## config.mk

```make
export PLATFORM = sky130hd
export DESIGN_NAME = regfile_write_arbiter
export DESIGN_NICKNAME = d
export VERILOG_FILES = /design/src/rtl/regfile_pkg.sv /design/src/rtl/rr_arbiter2.sv /design/src/rtl/regfile_write_arbiter.sv
export SDC_FILE = /design/constraint.sdc
export NUM_CORES = 1
export LEC_CHECK = 0
export CORE_UTILIZATION = 42
export CTS_BUF_LIST = sky130_fd_sc_hd__clkbuf_2
export DETAILED_ROUTE_END_ITERATION = 8
export PLACE_DENSITY = 0.88
export SLEW_MARGIN = 20
export SYNTH_ARGS = -nofsm -noshare
export SYNTH_HDL_FRONTEND = slang
export SYNTH_SLANG_ARGS = --single-unit
```

## constraint.sdc

```tcl
create_clock -name clk -period 2.4 [get_ports clk]
set_input_delay 0.36 -clock clk [delete_from_list [all_inputs] [get_ports clk]]
set_output_delay 0.36 -clock clk [all_outputs]
set_load 0.01 [all_outputs]
```

## src/rtl/regfile_pkg.sv

```systemverilog
// Shared sizes and FSM state type for the register-file write arbiter.
package regfile_pkg;

    localparam int ADDR_W   = 5;
    localparam int DATA_W   = 32;
    localparam int NUM_REGS = 32;

    typedef enum logic {
        SWEEP,
        ARB
    } state_t;

endpackage

```

## src/rtl/rr_arbiter2.sv

```systemverilog
// Two-way round-robin arbiter; the pointer names the requester that wins a tie.
module rr_arbiter2 (
    input  logic       clk,
    input  logic       reset,
    input  logic [1:0] valid,
    input  logic       advance,
    output logic [1:0] grant
);

    logic ptr;

    always_comb begin
        grant = 2'b00;
        if (advance) begin
            unique case (valid)
                2'b01:   grant = 2'b01;
                2'b10:   grant = 2'b10;
                2'b11:   grant = ptr ? 2'b10 : 2'b01;
                default: grant = 2'b00;
            endcase
        end
    end

    // After a grant the other requester gets priority; idle cycles keep it.
    always_ff @(posedge clk) begin
        if (!reset) begin
            ptr <= 1'b0;
        end else if (|grant) begin
            ptr <= grant[0];
        end
    end

endmodule

```

## src/rtl/regfile_write_arbiter.sv

```systemverilog
// Register-file write port: zero-fill sweep after reset/init, then
// round-robin arbitration of two write requesters with registered outputs.
module regfile_write_arbiter
    import regfile_pkg::*;
#(
    parameter int NUM_REGS = regfile_pkg::NUM_REGS,
    parameter int ADDR_W   = regfile_pkg::ADDR_W,
    parameter int DATA_W   = regfile_pkg::DATA_W
) (
    input  logic              clk,
    input  logic              reset,
    input  logic              req0_valid,
    input  logic [ADDR_W-1:0] req0_addr,
    input  logic [DATA_W-1:0] req0_data,
    output logic              req0_ready,
    input  logic              req1_valid,
    input  logic [ADDR_W-1:0] req1_addr,
    input  logic [DATA_W-1:0] req1_data,
    output logic              req1_ready,
    input  logic              init_start,
    output logic              busy,
    output logic              rf_regWrite,
    output logic [ADDR_W-1:0] rf_rd,
    output logic [DATA_W-1:0] rf_writeData
);

    localparam logic [ADDR_W-1:0] LAST = ADDR_W'(NUM_REGS - 1);

    state_t            state;
    state_t            state_next;
    logic [ADDR_W-1:0] cnt;
    logic [1:0]        grant;
    logic              advance;

    assign advance    = reset && (state == ARB) && !init_start;
    assign busy       = (state == SWEEP);
    assign req0_ready = grant[0];
    assign req1_ready = grant[1];

    rr_arbiter2 u_arb (
        .clk     (clk),
        .reset   (reset),
        .valid   ({req1_valid, req0_valid}),
        .advance (advance),
        .grant   (grant)
    );

    always_ff @(posedge clk) begin
        if (!reset) begin
            state <= SWEEP;
        end else begin
            state <= state_next;
        end
    end

    always_comb begin
        state_next = state;
        unique case (state)
            SWEEP: if (cnt == LAST) state_next = ARB;
            ARB:   if (init_start) state_next = SWEEP;
            default: state_next = SWEEP;
        endcase
    end

    always_ff @(posedge clk) begin
        if (!reset) begin
            cnt          <= '0;
            rf_regWrite  <= 1'b0;
            rf_rd        <= '0;
            rf_writeData <= '0;
        end else if (state == SWEEP) begin
            rf_regWrite  <= 1'b1;
            rf_rd        <= cnt;
            rf_writeData <= '0;
            cnt          <= (cnt == LAST) ? '0 : cnt + 1'b1;
        end else begin
            rf_regWrite  <= |grant;
            rf_rd        <= grant[1] ? req1_addr : req0_addr;
            rf_writeData <= grant[1] ? req1_data : req0_data;
        end
    end

endmodule

```

* Word-level counts from Yosys, hierarchy flattened
Cells that the tools add are included.
** Storage, ports and cells
- Output and inout bits :: 41
- Input port bits :: 79
- Word-level logic and storage cells :: 28
- Register bits after elaboration :: 45
** Operators by class
- Bitwise logic cells :: 1
- Add/sub/neg operators :: 1
- Equality and inequality tests :: 4
- Multiplexer cells :: 11
- Reduce and logical (&&, ||, !) cells :: 5
** Operator list (count)
- 32-bit two-way mux :: 1
- 5-bit two-way mux :: 3
- 2-bit one-hot mux with 3 select lines :: 1
- 5-bit by 1-bit adder with 5-bit output, second input constant :: 1
- 5-bit equality test, second input constant :: 1
- 2-bit equality test, second input constant :: 2
- 2-bit two-way mux :: 2
- 1-bit two-way mux :: 3
- 2-bit by 1-bit equality test with 1-bit output, second input constant :: 1
- 1-bit logical AND :: 2
- 1-bit one-hot mux with 2 select lines :: 1
- 2-bit AND reduction :: 1
- 2-bit OR reduction :: 1
- 1-bit logical NOT :: 1
- 1-bit NOT :: 1

* Logic depth before layout (Yosys ltp)
- Word-level depth :: 5
- Gate-level depth with buffers :: 6
- Gate-level depth less buffers :: 6

* By module
From an unflattened synthesis, not the netlist that was laid out.
** Second synthesis, totals
- Cells, all modules :: 167
- Area, all modules :: 1717.9 sq um
** By module, submodules not included
- regfile_write_arbiter :: cells an instance 158, area each 1659.1 sq um, times used 1
- rr_arbiter2 :: cells an instance 9, area each 58.8 sq um, times used 1

* Worst setup path before layout
Ideal clock, no wire load.
- Path kind :: register to register
- Start :: register cnt[0]
- End :: register cnt[2]
- Data required time :: 2324 ps
- Cell stages (with the launch flop) :: 6
- Path slack :: 794 ps
- Path buffers :: 0
- Arrival :: 1530 ps
- Path through :: dfxtp_1 -> ha_1 -> and3_1 -> ha_1 -> or4b_1 -> a21boi_0
** Between the ends
- Longest elaborated chain between the ends :: 2
- Elaborated cells on any way between the ends :: 3
** Ends and longest elaborated chain
- start: declaration :: RTL line regfile_write_arbiter.sv:31 : logic [ADDR_W-1:0] cnt;
- start signal: assignment :: RTL line regfile_write_arbiter.sv:75 : cnt <= (cnt == LAST) ? '0 : cnt + 1'b1;
- 5-bit by 1-bit adder with 5-bit output or 5-bit equality test (tied branches) :: RTL line regfile_write_arbiter.sv:75
- 5-bit two-way mux (*) :: RTL line regfile_write_arbiter.sv:75
Every way passes the cells marked *; elsewhere a longest branch is shown, timed or not.
A chain may end at the register's enable or synchronous reset.

* Worst setup path in the final report
- Start :: input port reset
- End :: output port req0_ready
** Between the ends
- Longest elaborated chain between the ends :: 3
** Ends and longest elaborated chain
- start: declaration :: RTL line regfile_write_arbiter.sv:11 : input logic reset,
- 1-bit logical AND (2 in series) :: RTL line regfile_write_arbiter.sv:35 : assign advance = reset && (state == ARB) && !init_start;
- 2-bit two-way mux :: RTL line rr_arbiter2.sv:14 : if (advance) begin
- end: declaration :: RTL line regfile_write_arbiter.sv:15 : output logic req0_ready,
Every way passes these cells.

==> out/qor.csv <==
stage,metric,value,unit
final_layout,layout-drive-gt1-share,15.0,%
setup_path,worstSetupPathType,input pin to output pin,
hold_path,hold_class,input pin to flop,
grt,antenna_found_initial,0,
yosys,ys_seq_area_share,44.1,%
clocking,post-cts-setup-buffer-count,0,
yosys,synth_fp_nets,265,
final_layout,diodes,0,
clocking,cts_inserted_buffers,5,
power,ir_drop,273,uV
place,port_buffers,119,
final_layout,final_cell_mix,"clkdlybuf4s50_1 (119), dfxtp_1 (45), and3_1 (34)",
sta,fin_skew,0.0219,ns
clocking,ctsResizeCount,0,
sta,hold_violations,0,
setup_path,crit_path_end_kind,output pin,
sta,slew_headroom,68.9,%
sta,rsz0062_at_grt,no,
route,wl_per_cell,15.9,um
grt,grt_pass1_vias,1788,
power,p_leak,0.00149,uW
clocking,clk_pin_slew,0.20,ns
setup_path,worstSetupStartpointType,input pin,
setup_path,critical_path_required,2.04,ns
sta,finalCriticalPeriod,2.27,ns
final_layout,fillers,352,
setup_path,crit_fanout,7,
die,die_h,71.7,um
place,gp_congestion,0.834,
route,ant_nets,0,
die,core_area,4500,sq um
route,drc,0,
yosys,ys_ff_latch,45,
clocking,clockBufferDepth,2,
clocking,insertion_delay,0.41,ns
clocking,cts-root-buf,clkbuf_2,
setup_path,cp_cell_sequence,clkdlybuf4s50_1 -> and3b_1 -> and3_1 -> clkdlybuf4s50_1,
route,vias,1834,
final_layout,area_growth,62.7,%
yosys,syn-instance-count,184,
status,status,completed,
sta,fmax,441,MHz
setup_path,crit_slowest_cell,clkdlybuf4s50_1,
sta,tightestPinTransition,0.466,ns
route,wl,5.58,mm
grt,grt.total_usage,22.0,%
sta,post-route-period-util,94.4,%
yosys,yosys_warnings,0,
die,die_area,5140,sq um
clocking,h-tree-depth,2,
setup_path,crit_top_cell,clkdlybuf4s50_1,
sta,drv_slew,0,
die,initial_core_util,45.3,%
route,drt_iter0_drc,111,
grt,grt-ovfl-total,0,
yosys,avgSynthCellArea,11.1,sq um
grt,grt_pass1_wl,8.69,mm
route,firstDrtPassIters,4,
final_layout,final_common_cell,clkdlybuf4s50_1,
clocking,clock-sinks,45,
die,core.rowCount,24,
clocking,cts-hold-fix-buffers,0,
die,io_pins,120,
setup_path,critPathMaxStageDelay,0.53,ns
place,dp_hpwl,4.04,mm
sta,setup_viol,0,
die,fp.dieW,71.7,um
yosys,netlist_area,2040,sq um
setup_path,arrival,1.91,ns
grt,grt_start_max_net_pins,56,
sta,tns,0,ns
run,cap_violations,0,
clocking,cts_tree,done,
final_layout,post-route-util,73.7,%
power,power.density,410,nW/um^2
yosys,synth.distinct_cells,28,
final_layout,layout.nets,380,
route,viasPerCell,5.21,
## critical path, delay by kind of cell
kind,cells,cell delay (ns)
buffers and inverters,2,1.00
AND/OR/NAND/NOR,2,0.55
## sequential cells by signal, summed over array words and instances (netlist names)
register      count
u_arb.ptr         1
rf_regWrite       1
cnt               5
rf_writeData     32
rf_rd             5
state             1
## kinds of logic after synthesis
kind of cell    synth area share (%)
buf+inv                         5.15
simple gates                    18.0
mux                             24.0
fa+ha+maj                       1.23
flops                           44.1
compound gates                  7.54
## routing by layer
metal / part of all wire [%] / GRT usage (%) / vias up
li1: - / - / 891
met1: 42 / 25.5 / 850
met2: 50 / 39.4 / 84
met3: 6.9 / 6.33 / 9
met4: 1.5 / 6.10 / 0
met5: 0 / 0 / -
## through the flow
| stage | std cells | cell area, sq um | hold WS [ns] | setup WS, ns | total power, uW |
|---|---|---|---|---|---|
| global placement | 344 | 3260 | 0.492 | 0.144 | 953 |
| CTS | 352 | 3320 | 0.508 | 0.134 | 1370 |
| detailed placement | 344 | 3260 | 0.521 | 0.134 | 957 |
| finish | 352 | 3320 | 0.527 | 0.134 | 1360 |
| global route | 352 | 3320 | 0.478 | 0.0282 | 1420 |
| floorplan | 184 | 2040 | 0.476 | 0.794 | 810 |
## path summary, 6_finish.rpt
kind                      from         end  slack [ns]  cells after the start
setup / recovery         reset  req0_ready        0.13                      4
hold / removal    req0_addr[2]    rf_rd[2]        0.53                      3
setup reg to reg        cnt[0]      cnt[2]        0.64                      5
hold reg to reg         cnt[3]      cnt[3]        0.57                      2
## where the power goes
part	internal, uW	switching, uW	total [uW]	leakage, uW
Clock	178	239	417	0.0000406
Sequential	757	7.01	764	0.000364
Combinational	131	48.0	179	0.00109
Total	1070	294	1360	0.00149
## cell type report
cell class / count / area, sq um / share of cell area [%]
timing repair buffer: 124 / 1240 / 37.4
multi-input combinational: 119 / 1030 / 31.2
sequential: 45 / 901 / 27.1
tap: 52 / 65.1 / 1.96
clock inverter: 2 / 33.8 / 1.02
clock buffer: 6 / 30.0 / 0.904
inverter: 4 / 15.0 / 0.452
## cells in the mapped netlist
master,instances,area (sq um)
a21boi_0,3,22.5
a21oi_1,1,5.00
a31oi_1,7,43.8
and2_1,1,6.26
and3_1,34,213
and3b_1,1,8.76
buf_2,2,10.0
buf_4,1,7.51
buf_6,3,33.8
clkbuf_1,9,33.8
clkbuf_2,1,5.00
dfxtp_1,45,901
ha_1,2,25.0
inv_1,4,15.0
mux2_2,3,33.8
mux2_4,29,435
mux2i_1,2,20.0
nand2_1,2,7.51
nand2b_1,2,12.5
nand3_4,1,17.5
nand3b_1,1,7.51
nand4_1,6,37.5
nor2_1,3,11.3
nor2b_1,4,25.0
nor3_1,2,10.0
o21ai_0,9,45.0
o31ai_1,5,37.5
or4b_1,1,10.0
(Power assumes the default switching activity.)
